[src/rtl/armleocpu_regfile_sched_if.sv]
// Bus bundle between the register-file scheduler and its neighbours:
// decode/issue, the two writeback sources (ALU, load unit) and the 2R1W regfile.
interface armleocpu_regfile_sched_if;
  // decode / issue side
  logic        issue_valid;
  logic        issue_ready;
  logic        issue_rs1_read;
  logic [4:0]  issue_rs1_addr;
  logic        issue_rs2_read;
  logic [4:0]  issue_rs2_addr;
  logic        issue_rd_reserve;
  logic [4:0]  issue_rd_addr;
  logic        operands_valid;

  // register file read ports
  logic        rs1_read;
  logic [4:0]  rs1_addr;
  logic        rs2_read;
  logic [4:0]  rs2_addr;

  // writeback requester 0 (ALU)
  logic        wb0_valid;
  logic        wb0_ready;
  logic [4:0]  wb0_addr;
  logic [31:0] wb0_data;

  // writeback requester 1 (load unit)
  logic        wb1_valid;
  logic        wb1_ready;
  logic [4:0]  wb1_addr;
  logic [31:0] wb1_data;

  // register file write port
  logic        rd_write;
  logic [4:0]  rd_addr;
  logic [31:0] rd_wdata;

  // sticky protocol error
  logic        wb_error;

  // scheduler side
  modport slave (
    input  issue_valid, issue_rs1_read, issue_rs1_addr, issue_rs2_read, issue_rs2_addr,
    input  issue_rd_reserve, issue_rd_addr,
    input  wb0_valid, wb0_addr, wb0_data, wb1_valid, wb1_addr, wb1_data,
    output issue_ready, operands_valid,
    output rs1_read, rs1_addr, rs2_read, rs2_addr,
    output wb0_ready, wb1_ready,
    output rd_write, rd_addr, rd_wdata, wb_error
  );

  // surrounding pipeline side
  modport master (
    output issue_valid, issue_rs1_read, issue_rs1_addr, issue_rs2_read, issue_rs2_addr,
    output issue_rd_reserve, issue_rd_addr,
    output wb0_valid, wb0_addr, wb0_data, wb1_valid, wb1_addr, wb1_data,
    input  issue_ready, operands_valid,
    input  rs1_read, rs1_addr, rs2_read, rs2_addr,
    input  wb0_ready, wb1_ready,
    input  rd_write, rd_addr, rd_wdata, wb_error
  );
endinterface

[src/rtl/armleocpu_regfile_sched.sv]
// Register file scheduler: pending-register scoreboard gating issue, plus an
// arbiter sharing the single regfile write port between ALU and load writeback.
// RR_ARB = 1 alternates between the two sources when both request;
// RR_ARB = 0 always favours wb0.
module armleocpu_regfile_sched #(
  parameter int RR_ARB = 1
) (
  input logic clk,
  input logic rst_n,
  armleocpu_regfile_sched_if.slave bus
);

  localparam logic RR_EN = (RR_ARB != 0);

  // state
  logic [31:1] pending_reg;
  logic [31:1] pending_next;
  logic        rr_last_reg;        // 1: wb1 was granted last, 0: wb0 was
  logic        operands_valid_reg;
  logic        wb_error_reg;

  // x0 is never pending; the zero bit lets any 5-bit index be looked up directly
  logic [31:0] pending_vec;
  assign pending_vec = {pending_reg, 1'b0};

  // issue side
  logic hazard;
  logic handshake;
  logic any_read;

  assign hazard = (bus.issue_rs1_read & pending_vec[bus.issue_rs1_addr])
                | (bus.issue_rs2_read & pending_vec[bus.issue_rs2_addr])
                | (bus.issue_rd_reserve & (bus.issue_rd_addr != 5'd0)
                   & pending_vec[bus.issue_rd_addr]);

  assign bus.issue_ready = ~hazard;
  assign handshake       = bus.issue_valid & ~hazard;
  assign any_read        = bus.issue_rs1_read | bus.issue_rs2_read;

  assign bus.rs1_read = handshake & bus.issue_rs1_read;
  assign bus.rs2_read = handshake & bus.issue_rs2_read;
  assign bus.rs1_addr = bus.issue_rs1_addr;
  assign bus.rs2_addr = bus.issue_rs2_addr;
  assign bus.operands_valid = operands_valid_reg;

  // writeback side
  logic        grant0;
  logic        grant1;
  logic        grant_any;
  logic [4:0]  grant_addr;
  logic [31:0] grant_data;
  logic        write_en;

  // Arbitration: a lone requester always wins; on contention either alternate
  // away from the last winner or let wb0 win outright.
  always_comb begin
    grant0 = 1'b0;
    grant1 = 1'b0;
    if (bus.wb0_valid && bus.wb1_valid) begin
      if (RR_EN && !rr_last_reg) begin
        grant1 = 1'b1;
      end else begin
        grant0 = 1'b1;
      end
    end else begin
      grant0 = bus.wb0_valid;
      grant1 = bus.wb1_valid;
    end
  end

  assign grant_any  = grant0 | grant1;
  assign grant_addr = grant1 ? bus.wb1_addr : (grant0 ? bus.wb0_addr : 5'd0);
  assign grant_data = grant1 ? bus.wb1_data : (grant0 ? bus.wb0_data : 32'd0);
  // a grant to x0 is accepted but never reaches the regfile
  assign write_en   = grant_any & (grant_addr != 5'd0);

  assign bus.wb0_ready = grant0;
  assign bus.wb1_ready = grant1;
  assign bus.rd_write  = write_en;
  assign bus.rd_addr   = grant_addr;
  assign bus.rd_wdata  = grant_data;
  assign bus.wb_error  = wb_error_reg;

  // Per-register scoreboard update. A reservation and a writeback can never
  // target the same register in one cycle (the pending register stalls issue),
  // so the ordering of set over clear only matters for robustness.
  generate
    for (genvar gi = 1; gi < 32; gi++) begin : g_pending
      logic set_bit;
      logic clr_bit;
      assign set_bit = handshake & bus.issue_rd_reserve & (bus.issue_rd_addr == 5'(gi));
      assign clr_bit = write_en & (grant_addr == 5'(gi));
      assign pending_next[gi] = set_bit ? 1'b1 : (clr_bit ? 1'b0 : pending_reg[gi]);
    end
  endgenerate

  // Scoreboard, arbitration history, read-valid pipeline and sticky error.
  always_ff @(posedge clk or negedge rst_n) begin
    if (!rst_n) begin
      pending_reg        <= '0;
      rr_last_reg        <= 1'b1;
      operands_valid_reg <= 1'b0;
      wb_error_reg       <= 1'b0;
    end else begin
      pending_reg        <= pending_next;
      operands_valid_reg <= handshake & any_read;
      if (grant_any) begin
        rr_last_reg <= grant1;
      end
      if (write_en && !pending_vec[grant_addr]) begin
        wb_error_reg <= 1'b1;
      end
    end
  end

endmodule

[src/flat_wrapper.sv]
// flat-port wrapper written by rule: the top's interface ports become plain ports
module armleocpu_regfile_sched_flat 
#(
  parameter int RR_ARB = 1
)
  (clk, rst_n, bus_issue_valid, bus_issue_rs1_read, bus_issue_rs1_addr, bus_issue_rs2_read, bus_issue_rs2_addr, bus_issue_rd_reserve, bus_issue_rd_addr, bus_wb0_valid, bus_wb0_addr, bus_wb0_data, bus_wb1_valid, bus_wb1_addr, bus_wb1_data, bus_issue_ready, bus_operands_valid, bus_rs1_read, bus_rs1_addr, bus_rs2_read, bus_rs2_addr, bus_wb0_ready, bus_wb1_ready, bus_rd_write, bus_rd_addr, bus_rd_wdata, bus_wb_error);
  armleocpu_regfile_sched_if bus_i ();
  input logic clk;
  input logic rst_n;
  input wire logic [$bits(bus_i.issue_valid)-1:0] bus_issue_valid;
  input wire logic [$bits(bus_i.issue_rs1_read)-1:0] bus_issue_rs1_read;
  input wire logic [$bits(bus_i.issue_rs1_addr)-1:0] bus_issue_rs1_addr;
  input wire logic [$bits(bus_i.issue_rs2_read)-1:0] bus_issue_rs2_read;
  input wire logic [$bits(bus_i.issue_rs2_addr)-1:0] bus_issue_rs2_addr;
  input wire logic [$bits(bus_i.issue_rd_reserve)-1:0] bus_issue_rd_reserve;
  input wire logic [$bits(bus_i.issue_rd_addr)-1:0] bus_issue_rd_addr;
  input wire logic [$bits(bus_i.wb0_valid)-1:0] bus_wb0_valid;
  input wire logic [$bits(bus_i.wb0_addr)-1:0] bus_wb0_addr;
  input wire logic [$bits(bus_i.wb0_data)-1:0] bus_wb0_data;
  input wire logic [$bits(bus_i.wb1_valid)-1:0] bus_wb1_valid;
  input wire logic [$bits(bus_i.wb1_addr)-1:0] bus_wb1_addr;
  input wire logic [$bits(bus_i.wb1_data)-1:0] bus_wb1_data;
  output wire logic [$bits(bus_i.issue_ready)-1:0] bus_issue_ready;
  output wire logic [$bits(bus_i.operands_valid)-1:0] bus_operands_valid;
  output wire logic [$bits(bus_i.rs1_read)-1:0] bus_rs1_read;
  output wire logic [$bits(bus_i.rs1_addr)-1:0] bus_rs1_addr;
  output wire logic [$bits(bus_i.rs2_read)-1:0] bus_rs2_read;
  output wire logic [$bits(bus_i.rs2_addr)-1:0] bus_rs2_addr;
  output wire logic [$bits(bus_i.wb0_ready)-1:0] bus_wb0_ready;
  output wire logic [$bits(bus_i.wb1_ready)-1:0] bus_wb1_ready;
  output wire logic [$bits(bus_i.rd_write)-1:0] bus_rd_write;
  output wire logic [$bits(bus_i.rd_addr)-1:0] bus_rd_addr;
  output wire logic [$bits(bus_i.rd_wdata)-1:0] bus_rd_wdata;
  output wire logic [$bits(bus_i.wb_error)-1:0] bus_wb_error;
  assign bus_i.issue_valid = bus_issue_valid;
  assign bus_i.issue_rs1_read = bus_issue_rs1_read;
  assign bus_i.issue_rs1_addr = bus_issue_rs1_addr;
  assign bus_i.issue_rs2_read = bus_issue_rs2_read;
  assign bus_i.issue_rs2_addr = bus_issue_rs2_addr;
  assign bus_i.issue_rd_reserve = bus_issue_rd_reserve;
  assign bus_i.issue_rd_addr = bus_issue_rd_addr;
  assign bus_i.wb0_valid = bus_wb0_valid;
  assign bus_i.wb0_addr = bus_wb0_addr;
  assign bus_i.wb0_data = bus_wb0_data;
  assign bus_i.wb1_valid = bus_wb1_valid;
  assign bus_i.wb1_addr = bus_wb1_addr;
  assign bus_i.wb1_data = bus_wb1_data;
  assign bus_issue_ready = bus_i.issue_ready;
  assign bus_operands_valid = bus_i.operands_valid;
  assign bus_rs1_read = bus_i.rs1_read;
  assign bus_rs1_addr = bus_i.rs1_addr;
  assign bus_rs2_read = bus_i.rs2_read;
  assign bus_rs2_addr = bus_i.rs2_addr;
  assign bus_wb0_ready = bus_i.wb0_ready;
  assign bus_wb1_ready = bus_i.wb1_ready;
  assign bus_rd_write = bus_i.rd_write;
  assign bus_rd_addr = bus_i.rd_addr;
  assign bus_rd_wdata = bus_i.rd_wdata;
  assign bus_wb_error = bus_i.wb_error;
  armleocpu_regfile_sched #(.RR_ARB(RR_ARB)) u_core (.clk(clk), .rst_n(rst_n), .bus(bus_i));
endmodule
[config.mk]
export PLATFORM = sky130hd
export DESIGN_NAME = armleocpu_regfile_sched_flat
export DESIGN_NICKNAME = d
export VERILOG_FILES = /design/src/rtl/armleocpu_regfile_sched_if.sv /design/src/rtl/armleocpu_regfile_sched.sv /design/src/flat_wrapper.sv
export SDC_FILE = /design/constraint.sdc
export NUM_CORES = 1
export LEC_CHECK = 0
export ABC_AREA = 0
export ABC_CLOCK_PERIOD_IN_PS = 2600
export CAP_MARGIN = 40
export CORE_UTILIZATION = 30
export CTS_BUF_LIST = sky130_fd_sc_hd__clkbuf_16
export DETAILED_ROUTE_END_ITERATION = 8
export PLACE_DENSITY = 0.59
export SLEW_MARGIN = 0
export SYNTH_ARGS = -nofsm -noshare
export SYNTH_HDL_FRONTEND = slang
export SYNTH_SLANG_ARGS = --single-unit
[constraint.sdc]
create_clock -name clk -period 2.6 [get_ports clk]
set_input_delay 0.26 -clock clk [delete_from_list [all_inputs] [get_ports clk]]
set_output_delay 0.26 -clock clk [all_outputs]
set_load 0.005 [all_outputs]
==> impl_metrics.json, run 1 <==
{
  "run_status": "completed",
  "dpl.cell_count": 683,
  "yosysWarnings": 0,
  "use_met1": 0.337,
  "clock-sinks": 34,
  "finalPower_mw": 2.44,
  "n_fill_cell": 998,
  "use_met2": 0.385,
  "grt_pass1_wl_mm": 20.9,
  "place.gp.congestion": 0.928,
  "grt_pass1_vias": 3793,
  "coreArea_sq_um": 10400,
  "stdcell_count": 694,
  "fin_nets": 654,
  "htreeDepth": 2,
  "min_period_over_period": 0.963,
  "synthArstFlopShare": 1.00,
  "syn_nets": 458,
  "crit_required_ns": 2.34,
  "largest_reg_flops": 31,
  "cp-end-kind": "output port",
  "vias": 3848,
  "clock.fmax_mhz": 399,
  "tightest_slew_ns": 0.521,
  "grt.busiest_layer": "met2",
  "critical_path.max_stage_delay_ns": 0.57,
  "holdBufCountCts": 0,
  "worst_skew_pair.late_latency_ns": 0.28,
  "synth-edff-count": 0,
  "maxCapViolations": 0,
  "crit_chain": "nand2b_4 > buf_4 > and2_1 > buf_12 > a22o_1 > clkdlybuf4s50_1",
  "p_clk_frac": 0.238,
  "clockBufferDepth": 2,
  "yosysUniqueCellTypes": 55,
  "ios": 152,
  "p_leak_nw": 2.23,
  "p_switching_mw": 0.819,
  "syn_avg_cell_area_sq_um": 8.96,
  "hold_ws_ns": 0.318,
  "peakVddDrop_v": 0.000253,
  "use_met3": 0.0359,
  "die_x_microns": 106,
  "drt_iter0_drc": 384,
  "worstPathArrival_ns": 2.24,
  "grt-ovfl-total": 0,
  "setup_viol": 0,
  "drc_errors": 0,
  "port_buffers": 151,
  "worstSetupPathType": "reg -> out",
  "cts_buffers": 5,
  "cts_tree": "yes",
  "hp-class": "in -> reg",
  "rsz0062_at_grt": "true",
  "fin_skew_ns": 0.00643,
  "synth_ff_type": "dfrtp_1",
  "num_antenna_cells": 0,
  "fin_util": 0.528,
  "power_density_nw_per_um2": 445,
  "sequentialPowerShare": 0.296,
  "cts_root_buf": "clkbuf_16",
  "slew_headroom": 0.651,
  "critPathLaunchType": "register",
  "netlist_area_sq_um": 3230,
  "clk_pin_slew_ns": 0.05,
  "drtPass1Iterations": 5,
  "p_int_mw": 1.62,
  "swShare": 0.336,
  "ys_ff_latch": 34,
  "combPwrFrac": 0.466,
  "antenna_found_initial": 0,
  "final_hold_viol_count": 0,
  "maxSlewViolCount": 0,
  "wl_mm": 13.4,
  "viasPerCell": 5.54,
  "synth-seq-area-share": 0.263,
  "fp.dieArea_sq_um": 11200,
  "tns_ns": 0,
  "drive_gt1_frac": 0.231,
  "antenna_left": 0,
  "grt_max_degree": 35,
  "start_util": 0.312,
  "min_period_ns": 2.50,
  "die_h_microns": 106,
  "area_growth_syn_to_layout_pct": 69.3,
  "hpwl_mm": 10.8,
  "row_count": 37,
  "grt_util_all_layers": 0.240,
  "synth_cells": 361,
  "cp_slowest_cell": "dfstp_2",
  "wl_per_cell_microns": 19.3,
  "path_max_fanout": 33
}
==> cell type report <==
type | count | area (sq um) | area share
repair buffers | 225 | 2100 | 0.384
inverters | 9 | 36.3 | 0.00663
clock buffers | 5 | 125 | 0.0229
multi-input cells | 282 | 2170 | 0.397
clock inverters | 3 | 18.8 | 0.00343
flip-flops and latches | 34 | 852 | 0.156
well taps | 136 | 170 | 0.0311
==> cells by family (layout without fill, tap and decap cells) <==
| family | count (synthesis) | count (layout) | share of synthesized area |
|---|---|---|---|
| mux | 42 | 42 | 0.209 |
| simple gates | 113 | 113 | 0.170 |
| flops | 34 | 34 | 0.263 |
| buf+inv | 45 | 242 | 0.0731 |
| compound gates | 127 | 127 | 0.285 |
==> cells in the mapped netlist, types with 3 or more instances <==
master	n	area, sq um
buf_4	11	82.6
and2_1	5	31.3
o21ai_0	32	160
inv_2	4	15.0
mux2_2	3	33.8
buf_2	7	35.0
inv_1	4	15.0
clkbuf_1	15	56.3
a221oi_1	3	26.3
nand3b_1	4	30.0
nand2_1	37	139
nor2b_1	3	18.8
nand3_1	27	135
a22o_1	32	280
mux2i_1	19	190
dfrtp_1	33	826
mux4_2	20	450
a32oi_1	5	43.8
o21ai_1	31	155
nor2_1	20	75.1
==> cells in the final DEF, fill, tap and decap left out, drive strengths merged, types with 7 or more instances in the layout <==
master,n
a22o,32
a32oi,7
buf,76
clkdlybuf4s50,142
dfrtp,33
inv,10
mux2i,19
mux4,20
nand2,37
nand3,27
nor2,21
o21ai,63
==> repair_timing <==
action | in CTS | in global routing
hold endpoints to repair | 0 | 0
gates resized for setup | 13 | 13
pin swaps | 5 | 2
endpoints found under the setup margin | 5 | 35
buffers inserted | 4 | 0
==> worst max-delay path: cells and delay by family, from the launching register on <==
kind,cells,cell delay [ns]
DFF,1,0.57
buffers and inverters,3,0.88
AOI/OAI and AO/OA,1,0.16
and+or+nand+nor,2,0.33
==> worst paths after layout <==
| check | start | end | slack (ns) | cells after the start |
|---|---|---|---|---|
| max | u_core.rr_last_reg | bus_rd_wdata[16] | 0.1 | 6 |
| min reg2reg | u_core.bus.wb_error | u_core.bus.wb_error | 0.48 | 1 |
| max in group asynchronous | rst_n | u_core.rr_last_reg | 1.85 | 2 |
| min | bus_wb1_valid | u_core.rr_last_reg | 0.32 | 3 |
| max reg2reg | u_core.rr_last_reg | u_core.bus.wb_error | 0.23 | 8 |
| min in group asynchronous | rst_n | u_core.pending_reg[22] | 0.39 | 2 |
==> power by group through the flow <==
stage | Combinational [mW] | Clock [mW] | Sequential (mW)
CTS | 1.13 | 0.585 | 0.713
global route | 1.22 | 0.613 | 0.726
finish | 1.14 | 0.579 | 0.722
detailed placement | 1.11 | 0 | 0.724
floorplan | 0.513 | 0 | 0.687
global placement | 1.10 | 0 | 0.726
==> stage by stage <==
stage | worst slack [ns] | cell area [sq um]
after global placement | -0.474 | 5290
final | 0.0965 | 5480
after detailed placement | -0.486 | 5290
after floorplan | 0.363 | 3230
after global routing | -0.00691 | 5480
after CTS | 0.0249 | 5450
==> layer usage <==
layer,part of all wire,vias up
met1,0.42,1867
met2,0.48,188
met5,0,-
li1,-,1775
met3,0.082,18
met4,0.016,0
(Power assumes the default switching activity.)
==> run 2, diff against run 1 <==
Settings changed: CTS_CLUSTER_DIAMETER set to 120, SKIP_LAST_GASP set to 1.
==> run 2 against run 1 <==
  * Combinational power barely moved
  * Cell area rose by 0.18%
  * Count of clock-buffer cells in the layout did not move
  * Routed wire length rose by 1.3%
  * Worst setup slack got worse by 0.040 ns
  * Via count rose by 1.2%
  * Clock power barely moved
  * Power rose by 0.44%
  * Critical path depth rose by 1
  * Non-clock buffer count rose by 1
==> impl_metrics.json, run 2 (synthesis gave the netlist of run 1 again) <==
{
  "vias": 3893,
  "fin_skew_ns": 0.00475,
  "final_hold_viol_count": 0,
  "crit_required_ns": 2.34,
  "holdBufCountCts": 0,
  "antenna_found_initial": 0,
  "drive_gt1_frac": 0.233,
  "area_growth_syn_to_layout_pct": 69.6,
  "critPathLaunch": "bus_wb1_valid",
  "port_buffers": 151,
  "cp_slowest_cell": "clkdlybuf4s50_1",
  "cp-end-kind": "output port",
  "tightest_slew_ns": 0.516,
  "critical_path_buf_inv_count": 5,
  "worstSetupPathType": "in -> out",
  "die_h_microns": 106,
  "worstPathArrival_ns": 2.28,
  "wl_per_cell_microns": 19.6,
  "htreeDepth": 2,
  "drc_errors": 0,
  "setup_viol": 0,
  "grt_max_degree": 35,
  "cts_tree": "yes",
  "dpl.cell_count": 683,
  "antenna_left": 0,
  "coreArea_sq_um": 10400,
  "maxSlewViolCount": 0,
  "num_antenna_cells": 0,
  "drtPass1Iterations": 5,
  "hold_ws_ns": 0.394,
  "clock-sinks": 34,
  "path_max_fanout": 10,
  "finalPower_mw": 2.45,
  "worst_skew_pair.late_latency_ns": 0.28,
  "p_leak_nw": 2.22,
  "place_area_sq_um": 5290,
  "final_common_cell": "clkdlybuf4s50_1",
  "ios": 152,
  "fin_nets": 655,
  "fp.dieArea_sq_um": 11200,
  "cts_buffers": 5,
  "clk_pin_slew_ns": 0.06,
  "crit_chain": "clkdlybuf4s50_1 > a21boi_4 > buf_4 > a22oi_4 > inv_2 > buf_4 > clkdlybuf4s50_1",
  "final_cell_mix": "clkdlybuf4s50_1, buf_4, nand2_1",
  "tns_ns": 0,
  "start_util": 0.312,
  "critical_path.max_stage_delay_ns": 0.56,
  "grt_util_all_layers": 0.241,
  "run_status": "completed",
  "maxCapViolations": 0,
  "slew_headroom": 0.655,
  "path_delay_family": "buffers and inverters",
  "peakVddDrop_v": 0.000250,
  "hpwl_mm": 10.8,
  "min_period_ns": 2.54,
  "grt_pass1_wl_mm": 21.0,
  "n_fill_cell": 997,
  "reg2reg_from": "u_core.rr_last_reg",
  "stdcell_count": 695,
  "critPathLaunchType": "primary input",
  "power_density_nw_per_um2": 446,
  "grt-ovfl-total": 0,
  "cts_root_buf": "clkbuf_16",
  "viasPerCell": 5.60,
  "largest_reg_flops": 31,
  "fin_area_sq_um": 5490,
  "min_period_over_period": 0.978,
  "rsz0062_at_grt": "true",
  "die_x_microns": 106,
  "wl_mm": 13.6,
  "hp-class": "in -> async",
  "row_count": 37,
  "drt_iter0_drc": 384,
  "clock.fmax_mhz": 393,
  "place.gp.congestion": 0.928,
  "clockBufferDepth": 2,
  "grt_pass1_vias": 3803
}
## run 2: final cells by class
type	count	area (sq um)	area share
Tap cell	136	170	0.0310
Sequential cell	34	852	0.155
Timing Repair Buffer	226	2110	0.384
Inverter	9	36.3	0.00661
Clock buffer	5	125	0.0228
Multi-Input combinational cell	282	2180	0.397
Clock inverter	3	18.8	0.00342
## run 2: report_power, final
| part | internal (mW) | switching [mW] | total [mW] |
|---|---|---|---|
| Sequential | 0.614 | 0.110 | 0.723 |
| Combinational | 0.656 | 0.488 | 1.14 |
| Clock | 0.351 | 0.229 | 0.580 |
| Total | 1.62 | 0.826 | 2.45 |
## run 2: stage by stage
step | setup WS (ns) | util
floorplan | 0.363 | -
global placement | -0.474 | 0.510
detailed placement | -0.486 | 0.510
CTS | -0.0114 | 0.527
global route | -0.0726 | 0.529
finish | 0.0562 | 0.529
## run 2: worst register-to-register path: stages, from the launching register on
cell       delay (ns)
dfstp_2          0.57
a21boi_4         0.10
buf_4            0.17
a22oi_4          0.19
inv_2            0.10
mux2i_1          0.15
a2111oi_2        0.35
a2111oi_0        0.11
or4_1            0.52
## run 2: repair_timing
item	CTS	global route
pin swaps	5	2
setup endpoints to repair	5	35
buffers inserted	4	0
resized for setup	12	14
## run 2: final timing paths
kind | end | slack (ns) | cells after the start
min reg2reg | u_core.bus.wb_error | 0.49 | 1
max in group asynchronous | u_core.rr_last_reg | 1.85 | 2
min in group clk | u_core.bus.wb_error | 0.49 | 1
max | bus_rd_addr[0] | 0.06 | 7
max reg2reg | u_core.bus.wb_error | 0.21 | 8
min | u_core.pending_reg[30] | 0.39 | 2
## run 2: per-layer routing
layer,vias up,global-route usage,share of wire
li1,1777,-,-
met1,1885,0.337,0.42
met2,210,0.385,0.48
met3,21,0.0359,0.081
met4,0,0.0655,0.018
met5,-,0,0
==> run 3, diff against run 2 <==
Settings changed: SLEW_MARGIN 0 to not set.
==> results of run 3 <==
Final layout, timing and power as in run 2 (identical DEF).
